<file path="config.mk">
export PLATFORM = sky130hd
export DESIGN_NAME = osd_mixer_flat
export DESIGN_NICKNAME = d
export VERILOG_FILES = /design/src/rtl/osd_mixer_pkg.sv /design/src/rtl/osd_mixer_if.sv /design/src/rtl/osd_blend.sv /design/src/rtl/osd_mixer.sv /design/src/flat_wrapper.sv
export SDC_FILE = /design/constraint.sdc
export NUM_CORES = 1
export LEC_CHECK = 0
export ABC_CLOCK_PERIOD_IN_PS = 3300
export BUFFER_PORTS_ARGS = -buffer_cell sky130_fd_sc_hd__buf_2
export CORE_AREA = 4 4 159 161
export CTS_BUF_LIST = sky130_fd_sc_hd__clkbuf_2
export CTS_CLUSTER_SIZE = 10
export DETAILED_ROUTE_END_ITERATION = 8
export DIE_AREA = 0 0 163 165
export GPL_ROUTABILITY_DRIVEN = 0
export PLACE_DENSITY = 0.73
export SLEW_MARGIN = 20
export SYNTH_ARGS = -nofsm -noshare
export SYNTH_HDL_FRONTEND = slang
export SYNTH_HIERARCHICAL = 1
export SYNTH_SLANG_ARGS = --single-unit
</file>
<file path="constraint.sdc">
create_clock -name PCLK_i -period 3.3 [get_ports PCLK_i]
set_clock_uncertainty 0.1 [all_clocks]
set_input_delay 0.495 -clock PCLK_i [delete_from_list [all_inputs] [get_ports PCLK_i]]
set_output_delay 0.495 -clock PCLK_i [all_outputs]
set_load 0.02 [all_outputs]
</file>
<file path="src/rtl/osd_mixer_pkg.sv">
// osd_mixer_pkg: blend mode encoding and the reset-time palette contents
// shared by the OSD mixer top level and its per-channel blend unit.
package osd_mixer_pkg;

    // Widest colour channel the default-palette helper can build.
    localparam int MAX_COLOR_W = 32;

    typedef enum logic [1:0] {
        MODE_OPAQUE  = 2'd0,
        MODE_HALF    = 2'd1,
        MODE_QUARTER = 2'd2,
        MODE_BYPASS  = 2'd3
    } mode_e;

    // Reset palette entry {R,G,B} at channel width cw: 0 black, 1 blue,
    // 2 yellow, everything above white. The result is right-aligned; the
    // caller truncates it to 3*cw bits.
    function automatic logic [3*MAX_COLOR_W-1:0] pal_default(input int unsigned idx,
                                                             input int unsigned cw);
        logic [3*MAX_COLOR_W-1:0] full;
        logic [3*MAX_COLOR_W-1:0] r;
        logic [3*MAX_COLOR_W-1:0] g;
        logic [3*MAX_COLOR_W-1:0] b;
        full = {(3*MAX_COLOR_W){1'b1}} >> (3*MAX_COLOR_W - cw);
        r = '0;
        g = '0;
        b = '0;
        case (idx)
            0: ;
            1: b = full;
            2: begin
                r = full;
                g = full;
            end
            default: begin
                r = full;
                g = full;
                b = full;
            end
        endcase
        return (r << (2*cw)) | (g << cw) | b;
    endfunction

endpackage

</file>
<file path="src/rtl/osd_mixer_if.sv">
// osd_mixer_if: video-in, OSD, palette-write and mixed-video-out bundle.
// The source side (master) drives the *_i signals, the mixer (slave)
// drives the *_o signals.
interface osd_mixer_if #(
    parameter int COLOR_W     = 8,
    parameter int OSD_COLOR_W = 2
);
    logic [COLOR_W-1:0]     R_i, G_i, B_i;
    logic                   HSYNC_i, VSYNC_i, DE_i;
    logic                   osd_enable_i;
    logic [OSD_COLOR_W-1:0] osd_color_i;
    logic [1:0]             mode_i;
    logic                   pal_we_i;
    logic [OSD_COLOR_W-1:0] pal_addr_i;
    logic [3*COLOR_W-1:0]   pal_wdata_i;
    logic [COLOR_W-1:0]     R_o, G_o, B_o;
    logic                   HSYNC_o, VSYNC_o, DE_o;
    logic                   frame_commit_o;

    modport master (
        output R_i, G_i, B_i, HSYNC_i, VSYNC_i, DE_i,
        output osd_enable_i, osd_color_i, mode_i,
        output pal_we_i, pal_addr_i, pal_wdata_i,
        input  R_o, G_o, B_o, HSYNC_o, VSYNC_o, DE_o, frame_commit_o
    );

    modport slave (
        input  R_i, G_i, B_i, HSYNC_i, VSYNC_i, DE_i,
        input  osd_enable_i, osd_color_i, mode_i,
        input  pal_we_i, pal_addr_i, pal_wdata_i,
        output R_o, G_o, B_o, HSYNC_o, VSYNC_o, DE_o, frame_commit_o
    );
endinterface

</file>
<file path="src/rtl/osd_blend.sv">
// osd_blend: combinational mix of one colour channel (palette vs video).
// Half/quarter blending exists only when OSD_MIXER_BLEND_EN is defined;
// otherwise those modes fall back to opaque and no adders are built.
module osd_blend
    import osd_mixer_pkg::*;
#(
    parameter int COLOR_W = 8
) (
    input  logic [COLOR_W-1:0] pal_i,
    input  logic [COLOR_W-1:0] vid_i,
    input  logic               osd_en_i,
    input  mode_e              mode_i,
    input  logic               de_i,
    output logic [COLOR_W-1:0] pix_o
);

`ifdef OSD_MIXER_BLEND_EN
    // (pal + vid) >> 1 with one guard bit, so the sum never wraps.
    function automatic logic [COLOR_W-1:0] blend_half(input logic [COLOR_W-1:0] p,
                                                      input logic [COLOR_W-1:0] v);
        logic [COLOR_W:0] s;
        s = {1'b0, p} + {1'b0, v};
        return s[COLOR_W:1];
    endfunction

    // (pal + 3*vid) >> 2 with two guard bits; 4*max fits exactly.
    function automatic logic [COLOR_W-1:0] blend_quarter(input logic [COLOR_W-1:0] p,
                                                         input logic [COLOR_W-1:0] v);
        logic [COLOR_W+1:0] s;
        s = {2'b00, p} + {2'b00, v} + {1'b0, v, 1'b0};
        return s[COLOR_W+1:2];
    endfunction
`endif

    // Select the channel value; blanking overrides every mode.
    always_comb begin
        pix_o = vid_i;
        if (!de_i) begin
            pix_o = '0;
        end else if (osd_en_i) begin
            case (mode_i)
                MODE_OPAQUE:  pix_o = pal_i;
`ifdef OSD_MIXER_BLEND_EN
                MODE_HALF:    pix_o = blend_half(pal_i, vid_i);
                MODE_QUARTER: pix_o = blend_quarter(pal_i, vid_i);
`else
                MODE_HALF:    pix_o = pal_i;
                MODE_QUARTER: pix_o = pal_i;
`endif
                MODE_BYPASS:  pix_o = vid_i;
                default:      pix_o = vid_i;
            endcase
        end
    end

endmodule

</file>
<file path="src/rtl/osd_mixer.sv">
// osd_mixer: two-stage OSD overlay on a parallel RGB video stream.
// Stage 1 registers the video/timing and looks up the active palette;
// stage 2 blends and registers the outputs. Palette and mode writes go to
// shadow copies that are committed on the VSYNC active edge.
// Optional blend modes: define OSD_MIXER_BLEND_EN.
module osd_mixer
    import osd_mixer_pkg::*;
#(
    parameter int COLOR_W     = 8,
    parameter int OSD_COLOR_W = 2,
    parameter int VS_POL      = 0
) (
    input logic        PCLK_i,
    input logic        reset_n,
    osd_mixer_if.slave bus
);

    localparam int   NPAL   = 1 << OSD_COLOR_W;
    localparam int   PAL_W  = 3 * COLOR_W;
    localparam logic VS_ACT = (VS_POL != 0);

    logic [PAL_W-1:0] shd_bank_q [NPAL];
    logic [PAL_W-1:0] act_bank_q [NPAL];
    mode_e            shd_mode_q, act_mode_q;

    logic [COLOR_W-1:0] r_p1_q, g_p1_q, b_p1_q;
    logic [PAL_W-1:0]   pal_p1_q;
    logic               osd_en_p1_q, hs_p1_q, vs_p1_q, de_p1_q, vld_p1_q;
    mode_e              mode_p1_q;

    logic [COLOR_W-1:0] r_p2_q, g_p2_q, b_p2_q;
    logic [COLOR_W-1:0] r_p2_d, g_p2_d, b_p2_d;
    logic               hs_p2_q, vs_p2_q, de_p2_q, vld_p2_q, commit_p2_q;
    logic               commit_d;

    // VSYNC entering its active level, seen on two genuine post-reset samples.
    always_comb begin
        commit_d = vld_p2_q && (vs_p1_q == VS_ACT) && (vs_p2_q != VS_ACT);
    end

    // Palette banks: shadow takes CPU writes, active takes shadow at commit.
    always_ff @(posedge PCLK_i) begin
        if (!reset_n) begin
            for (int i = 0; i < NPAL; i++) begin
                shd_bank_q[i] <= PAL_W'(pal_default(i, COLOR_W));
                act_bank_q[i] <= PAL_W'(pal_default(i, COLOR_W));
            end
        end else begin
            if (commit_d) begin
                for (int i = 0; i < NPAL; i++) begin
                    act_bank_q[i] <= shd_bank_q[i];
                end
            end
            if (bus.pal_we_i) begin
                shd_bank_q[bus.pal_addr_i] <= bus.pal_wdata_i;
            end
        end
    end

    // Mode registers: shadow follows mode_i, active updates at commit.
    always_ff @(posedge PCLK_i) begin
        if (!reset_n) begin
            shd_mode_q <= MODE_OPAQUE;
            act_mode_q <= MODE_OPAQUE;
        end else begin
            shd_mode_q <= mode_e'(bus.mode_i);
            if (commit_d) begin
                act_mode_q <= shd_mode_q;
            end
        end
    end

    // ---- stage 1: register inputs, palette lookup, capture active mode ----
    // Mode travels with the pixel so palette and mode always match.
    always_ff @(posedge PCLK_i) begin
        if (!reset_n) begin
            r_p1_q      <= '0;
            g_p1_q      <= '0;
            b_p1_q      <= '0;
            pal_p1_q    <= '0;
            osd_en_p1_q <= 1'b0;
            mode_p1_q   <= MODE_OPAQUE;
            hs_p1_q     <= 1'b0;
            vs_p1_q     <= 1'b0;
            de_p1_q     <= 1'b0;
            vld_p1_q    <= 1'b0;
        end else begin
            r_p1_q      <= bus.R_i;
            g_p1_q      <= bus.G_i;
            b_p1_q      <= bus.B_i;
            pal_p1_q    <= act_bank_q[bus.osd_color_i];
            osd_en_p1_q <= bus.osd_enable_i;
            mode_p1_q   <= act_mode_q;
            hs_p1_q     <= bus.HSYNC_i;
            vs_p1_q     <= bus.VSYNC_i;
            de_p1_q     <= bus.DE_i;
            vld_p1_q    <= 1'b1;
        end
    end

    // ---- stage 2: per-channel blend ----
    osd_blend #(.COLOR_W(COLOR_W)) u_blend_r (
        .pal_i(pal_p1_q[3*COLOR_W-1:2*COLOR_W]), .vid_i(r_p1_q),
        .osd_en_i(osd_en_p1_q), .mode_i(mode_p1_q), .de_i(de_p1_q), .pix_o(r_p2_d)
    );
    osd_blend #(.COLOR_W(COLOR_W)) u_blend_g (
        .pal_i(pal_p1_q[2*COLOR_W-1:COLOR_W]), .vid_i(g_p1_q),
        .osd_en_i(osd_en_p1_q), .mode_i(mode_p1_q), .de_i(de_p1_q), .pix_o(g_p2_d)
    );
    osd_blend #(.COLOR_W(COLOR_W)) u_blend_b (
        .pal_i(pal_p1_q[COLOR_W-1:0]), .vid_i(b_p1_q),
        .osd_en_i(osd_en_p1_q), .mode_i(mode_p1_q), .de_i(de_p1_q), .pix_o(b_p2_d)
    );

    // Output register; the commit pulse lands with the first active VSYNC_o.
    always_ff @(posedge PCLK_i) begin
        if (!reset_n) begin
            r_p2_q      <= '0;
            g_p2_q      <= '0;
            b_p2_q      <= '0;
            hs_p2_q     <= 1'b0;
            vs_p2_q     <= 1'b0;
            de_p2_q     <= 1'b0;
            vld_p2_q    <= 1'b0;
            commit_p2_q <= 1'b0;
        end else begin
            r_p2_q      <= r_p2_d;
            g_p2_q      <= g_p2_d;
            b_p2_q      <= b_p2_d;
            hs_p2_q     <= hs_p1_q;
            vs_p2_q     <= vs_p1_q;
            de_p2_q     <= de_p1_q;
            vld_p2_q    <= vld_p1_q;
            commit_p2_q <= commit_d;
        end
    end

    assign bus.R_o            = r_p2_q;
    assign bus.G_o            = g_p2_q;
    assign bus.B_o            = b_p2_q;
    assign bus.HSYNC_o        = hs_p2_q;
    assign bus.VSYNC_o        = vs_p2_q;
    assign bus.DE_o           = de_p2_q;
    assign bus.frame_commit_o = commit_p2_q;

endmodule
</file>
<file path="src/flat_wrapper.sv">
// flat-port wrapper written by rule: the top's interface ports become plain ports
module osd_mixer_flat import osd_mixer_pkg::*;
#(
    parameter int COLOR_W     = 8,
    parameter int OSD_COLOR_W = 2,
    parameter int VS_POL      = 0
)
  (PCLK_i, reset_n, bus_R_i, bus_G_i, bus_B_i, bus_HSYNC_i, bus_VSYNC_i, bus_DE_i, bus_osd_enable_i, bus_osd_color_i, bus_mode_i, bus_pal_we_i, bus_pal_addr_i, bus_pal_wdata_i, bus_R_o, bus_G_o, bus_B_o, bus_HSYNC_o, bus_VSYNC_o, bus_DE_o, bus_frame_commit_o);
  osd_mixer_if #(.COLOR_W(COLOR_W), .OSD_COLOR_W(OSD_COLOR_W)) bus_i ();
  input logic PCLK_i;
  input logic reset_n;
  input wire logic [$bits(bus_i.R_i)-1:0] bus_R_i;
  input wire logic [$bits(bus_i.G_i)-1:0] bus_G_i;
  input wire logic [$bits(bus_i.B_i)-1:0] bus_B_i;
  input wire logic [$bits(bus_i.HSYNC_i)-1:0] bus_HSYNC_i;
  input wire logic [$bits(bus_i.VSYNC_i)-1:0] bus_VSYNC_i;
  input wire logic [$bits(bus_i.DE_i)-1:0] bus_DE_i;
  input wire logic [$bits(bus_i.osd_enable_i)-1:0] bus_osd_enable_i;
  input wire logic [$bits(bus_i.osd_color_i)-1:0] bus_osd_color_i;
  input wire logic [$bits(bus_i.mode_i)-1:0] bus_mode_i;
  input wire logic [$bits(bus_i.pal_we_i)-1:0] bus_pal_we_i;
  input wire logic [$bits(bus_i.pal_addr_i)-1:0] bus_pal_addr_i;
  input wire logic [$bits(bus_i.pal_wdata_i)-1:0] bus_pal_wdata_i;
  output wire logic [$bits(bus_i.R_o)-1:0] bus_R_o;
  output wire logic [$bits(bus_i.G_o)-1:0] bus_G_o;
  output wire logic [$bits(bus_i.B_o)-1:0] bus_B_o;
  output wire logic [$bits(bus_i.HSYNC_o)-1:0] bus_HSYNC_o;
  output wire logic [$bits(bus_i.VSYNC_o)-1:0] bus_VSYNC_o;
  output wire logic [$bits(bus_i.DE_o)-1:0] bus_DE_o;
  output wire logic [$bits(bus_i.frame_commit_o)-1:0] bus_frame_commit_o;
  assign bus_i.R_i = bus_R_i;
  assign bus_i.G_i = bus_G_i;
  assign bus_i.B_i = bus_B_i;
  assign bus_i.HSYNC_i = bus_HSYNC_i;
  assign bus_i.VSYNC_i = bus_VSYNC_i;
  assign bus_i.DE_i = bus_DE_i;
  assign bus_i.osd_enable_i = bus_osd_enable_i;
  assign bus_i.osd_color_i = bus_osd_color_i;
  assign bus_i.mode_i = bus_mode_i;
  assign bus_i.pal_we_i = bus_pal_we_i;
  assign bus_i.pal_addr_i = bus_pal_addr_i;
  assign bus_i.pal_wdata_i = bus_pal_wdata_i;
  assign bus_R_o = bus_i.R_o;
  assign bus_G_o = bus_i.G_o;
  assign bus_B_o = bus_i.B_o;
  assign bus_HSYNC_o = bus_i.HSYNC_o;
  assign bus_VSYNC_o = bus_i.VSYNC_o;
  assign bus_DE_o = bus_i.DE_o;
  assign bus_frame_commit_o = bus_i.frame_commit_o;
  osd_mixer #(.COLOR_W(COLOR_W), .OSD_COLOR_W(OSD_COLOR_W), .VS_POL(VS_POL)) u_core (.PCLK_i(PCLK_i), .reset_n(reset_n), .bus(bus_i));
endmodule
</file>
; ---- After elaboration in Yosys (flattened, before gate mapping)
; Memories as Yosys holds them, arrays and structs flattened. A register that Yosys moved wholly into a read port is not among the register bits.
; Cells that the tools add are included.
; W data, S select, Z words.
[word_totals]
word_cells = 65
ram_bits = 192
out_inout_bits = 28
reg_bits = 64
in_bits = 61
mem_count = 2
[memory_table]
columns = memory, depth, word_bits, read_ports, rd_ports_with_merged_regs, wr, line_no
row1 = u_core.act_bank_q, 4, 24, 1, 1, 4, osd_mixer.sv:23  ; logic [PAL_W-1:0] act_bank_q [NPAL];
row2 = u_core.shd_bank_q, 4, 24, 4, 0, 4, osd_mixer.sv:22  ; logic [PAL_W-1:0] shd_bank_q [NPAL];
[op_classes]
n_mux = 23
n_eq_ne = 3
reduce_logical = 7
n_bitwise = 11
[op_table]
columns = operator, count
row1 = $mux W24, 7
row2 = $or A24 B24 Y24, 6
row3 = $pmux W8 S2, 3
row4 = $mux W8, 3
row5 = $reduce_or A24 Y1, 1
row6 = $mux W1, 9
row7 = $eq A2 B2 Y1 const B, 2
row8 = $or A1 B1 Y1, 4
row9 = $reduce_or A3 Y1, 1
row10 = $eq A2 B1 Y1 const B, 1
row11 = $logic_and A1 B1 Y1, 2
row12 = $logic_not A2 Y1, 1
row13 = $mux W2, 1
row14 = $reduce_and A2 Y1, 1
row15 = $logic_not A1 Y1, 1
row16 = $not A1 Y1, 1

; ---- Depth between registers and ports, before layout
[logic_depth]
depth_word = 7
mapped_depth = 5
mapped_depth_nobuf = 3

; ---- Cells and area by module
; The synthesis kept the hierarchy.
[by_module_without_submodules]
columns = module, cells_each, area_per_inst_um2, seq_area_each_um2, instances
row1 = osd_mixer, 662, 10089.7, 7527.2, 1
row2 = osd_blend, 28, 178.9, 0.0, 3

; ---- Worst setup path after synthesis
; Ideal clock, no wire load.
[synth_path]
path_kind = input to register
from = input reset_n
to = memory u_core/act_bank_q[0][0] (netlist bit) (enable)
setup_ns = 0.906
slack_ns = -0.138
arrival_ns = 2.433
required_time_ns = 2.294
n_path_buf = 2
stages = 3
cell_sequence = buf_4 -> clkbuf_1 -> nand2_1
[synth_rtl]
columns = item, line_no
row1 = "start, declared", flat_wrapper.sv:11  ; input logic reset_n;
row2 = "end, declared", osd_mixer.sv:23

==> results.md <==
- The run finished with clean final reports.
- Data on the critical path is required at its endpoint by 3.70 ns.
- The worst hold endpoint is u_core/shd_bank_q[2][9].
- For this design, the sink count on the clock tree is 280.
- The endpoint kind of the worst setup timing path is a register.
- Sorting the synthesized cells by how often they occur yields 192 x edfxtp_1, 154 x and2_1, 88 x dfxtp_1.
- The total die area is 26900 um^2.
- Data on the critical path arrives at its endpoint at between 2 and 3 ns.
- The count of final max-slew check failures is 0.
- The element type at the critical path start is an input pin.
- Cells with a size suffix above 1 make up 25.86% of the layout.
- The TritonCTS clock tree is built.
- The leakage power is 4.842 nW.
- Entering global routing, the biggest net connects 98 pins.
- The number of hold violations in the final report is 0.
- The worst hold path passes through 3 cells.
- The number of buffers added for setup after CTS is 0.
- The count of nets left with antenna violations once routing finished came out at 0.
- The clock-pin slew of the registers on the worst-case setup and hold paths is approximately 0.10 ns.
- The minimum clock period after layout is 2.152 ns.
- The number of filler cells placed in the layout is 2059.
- The peak ir drop on the vdd network is 0.1896 mV.
- Power spread over the standard cell area amounts to 524.8 nW/um^2.
- The startpoint of the worst hold path is bus_pal_addr_i[1].
- The distinct cell type count after synthesis is 21.
- The detailed-route vias per instance is 4.556.
- The number of search-and-repair iterations in the first detailed-routing pass is 4.
- The post-route worst setup slack is 1.148 ns.
- The endpoint identified for the worst register-to-register timing path is u_core/act_bank_q[3][16].
- Port buffering added 88 buffers.
- The worst-case headroom to the max-slew limit is approximately two fifths.
- 89 I/O pins were placed.
- The critical path is of the in2reg type.
- Across all register-to-register paths, the minimum setup slack is 1.36 ns.
- The synthesized netlist occupies a cell area of around 11000 um^2.
- In the post-synthesis netlist, the biggest area contributors are edfxtp_1 54%, dfxtp_1 17%, and2_1 9.1%, mux2i_1 7.0%, nand2b_1 4.5%.
- Summing over every cut layer, the via total after detailed routing is approximately 6000.
- The tree is rooted in a clkbuf_2.
- For the final routed database, the setup TNS stands at 0 ns.
- The count of maximum capacitance violations is 0.
- The initial antenna violation count was 2.
- The overall routed net length is 19330 um.
- The peak fanout along the critical path is 25.
- The number of nets in the layout is 993.
- The clock passes through at most 3 buffers.
- The most common flop cell mapped by yosys is edfxtp_1.
- Buffers inserted during clock tree synthesis total 70.
- The detailed-route wire length per cell is 14.74 um.
- The wire length of the first global-routing pass is 30990 um.
- The critical register-to-register path startpoint is u_core/vs_p1_q.
- The final-report setup violation count is 0.
- The post-synth net total is 807.
- The portion of the clock cycle consumed by the worst path in the final layout is 65.22%.
- Counting flops with a built-in enable in the synthesized netlist gives 192.
- Setup repair after global routing left no endpoint under its margin.
- The depth of the worst register-to-register path is 3.
- The die is 163 um wide.
- The global-route total usage across every layer is 14.68%.
- In this run the worst hold path is classified as in2reg.
- The initial utilization of the core area, before any placement, comes to 44.35%.
- The share of the synthesized area in the top cell type is between 50% and 60%.
- In this run the core area contains 57 standard-cell rows.
- The sequential area share after synthesis is 70.83%.
- The H-tree generated during clock tree synthesis spans 3 levels.
- For the worst-skew pair, the clock arrives at the later sink with an insertion delay of 0.84 ns.
- The leading area contributor after synthesis is edfxtp_1.
- The total number of yosys warnings is 6.
- At the placement stage, the worst setup path has a slack of 0.8564 ns.
- The region available for standard cell placement spans 23960 um^2.
- The DRC violation count after routing is 0.
- The highest clock frequency the design can meet is 464.7 MHz.
- The average instance in the mapped netlist occupies 14.24 um^2.
- The detailed router finished its first iteration with 392 violations.
- From bottom edge to top edge, the die measures 165 um.
- The number of global-route vias before repair is 6132.
- The cell count after synthesis came out at 746.
- The total overflow reported by the global router is 0.
- The area growth from synthesis to final layout is 18.18%.
- The post-DP HPWL is around 12000 um.
- The leading cell type by number of instances after synthesis is edfxtp_1.
- Counting flops and latches in the post-synthesis netlist gives 280.
- The fraction of registers with async set or reset after synthesis is 0%.
- The slew at the pin closest to its max-slew limit is ~0.9 ns.
==> registers in the layout (all words and copies together), names as in the netlist, 2 cells and up <==
signal	cells
u_core/bus.B_o	8
u_core/act_mode_q	2
u_core/shd_bank_q	96
u_core/mode_p1_q	2
u_core/bus.G_o	8
u_core/g_p1_q	8
u_core/shd_mode_q	2
u_core/pal_p1_q	24
u_core/b_p1_q	8
u_core/r_p1_q	8
u_core/act_bank_q	96
u_core/bus.R_o	8
==> through the flow <==
step / util (%) / power (mW) / hold WS (ns) / instance area [um^2] / cells
after CTS: 52.40 / 6.700 / 0.04933 / 12560 / 1310
after global placement: 47.37 / 4.363 / 0.3141 / 11350 / 1128
after global routing: 52.41 / 6.945 / 0.08413 / 12560 / 1311
after floorplan: - / 4.238 / 0.3040 / 10630 / 746
final: 52.41 / 6.590 / 0.1546 / 12560 / 1311
after detailed placement: 47.37 / 4.373 / 0.3210 / 11350 / 1128
==> worst max-delay path by stage <==
stage / start / end / slack (ns)
4_1_cts: reset_n / u_core/shd_bank_q[0][0] / 1.22
6_report: reset_n / u_core/shd_bank_q[0][0] / 1.15
3_5_place_dp: reset_n / u_core/shd_bank_q[0][6] / 0.86
5_1_grt: reset_n / u_core/shd_bank_q[0][13] / 1.10
2_1_floorplan: reset_n / u_core/act_bank_q[0][0] / 0.81
3_3_place_gp: reset_n / u_core/shd_bank_q[0][11] / 0.92
==> critical path, stage by stage <==
cell and delay [ns]:
dlygate4sd3_1 0.52, buf_2 0.31, and4bb_2 0.27, buf_4 0.23, nand2b_1 0.45, buf_4 0.26
==> layout by cell type, fill, tap and decap left out <==
| master | instances |
|---|---|
| dlygate4sd3_1 | 56 |
| a21boi_2 | 3 |
| diode_2 | 1 |
| nand2b_1 | 76 |
| nand3_1 | 1 |
| and4b_4 | 1 |
| inv_6 | 2 |
| nand3b_1 | 1 |
| or2_2 | 24 |
| and4bb_2 | 1 |
| o22ai_1 | 24 |
| mux2i_1 | 74 |
| buf_2 | 88 |
| and4b_2 | 2 |
| clkinv_1 | 8 |
| clkinvlp_4 | 2 |
| buf_12 | 4 |
| dfxtp_1 | 88 |
| inv_1 | 2 |
| buf_4 | 13 |
| nand2_1 | 55 |
| clkinv_2 | 5 |
| clkinv_4 | 3 |
| and2_1 | 154 |
| edfxtp_1 | 192 |
| clkbuf_2 | 106 |
| nand2_4 | 1 |
==> layer usage <==
metal	up-vias	track usage, %	wire [um]
met2	153	23.40	9066
met1	2798	19.00	8820
li1	2977	-	-
met5	-	0	7
met4	2	6.634	414
met3	43	3.818	1017
==> area by class of cell <==
| cell class | count | area, um^2 | area share, % |
|---|---|---|---|
| diodes | 1 | 2.502 | 0.01993 |
| clock buffers | 106 | 530.5 | 4.224 |
| clock inverters | 20 | 113.9 | 0.9066 |
| inverters | 2 | 7.507 | 0.05978 |
| multi-input cells | 417 | 2793 | 22.24 |
| flip-flops and latches | 280 | 7527 | 59.94 |
| well taps | 324 | 405.4 | 3.228 |
| repair buffers | 161 | 1179 | 9.385 |
==> cell families after synthesis <==
kind of cell           after synthesis  synth area share, %
AO/OA/AOI/OAI                       27                1.731
multiplexers                        74                6.970
flip-flops                         280                70.83
AND/OR/NAND/NOR                    316                17.50
buffers and inverters               49                2.967
==> report_power, final <==
part           total (mW)  leakage (nW)  switching [mW]  internal [mW]
Combinational       0.392          1.84           0.208          0.184
Clock                2.25         0.494            1.37          0.880
Sequential           3.95          2.51          0.0420           3.90
==> what timing repair did <==
action,CTS,global route
endpoints found under the hold margin,129,0
hold buffers,56,0
setup endpoints to repair,0,0
resized for setup,0,0
No activity file was read; power rests on OpenSTA's default activity.
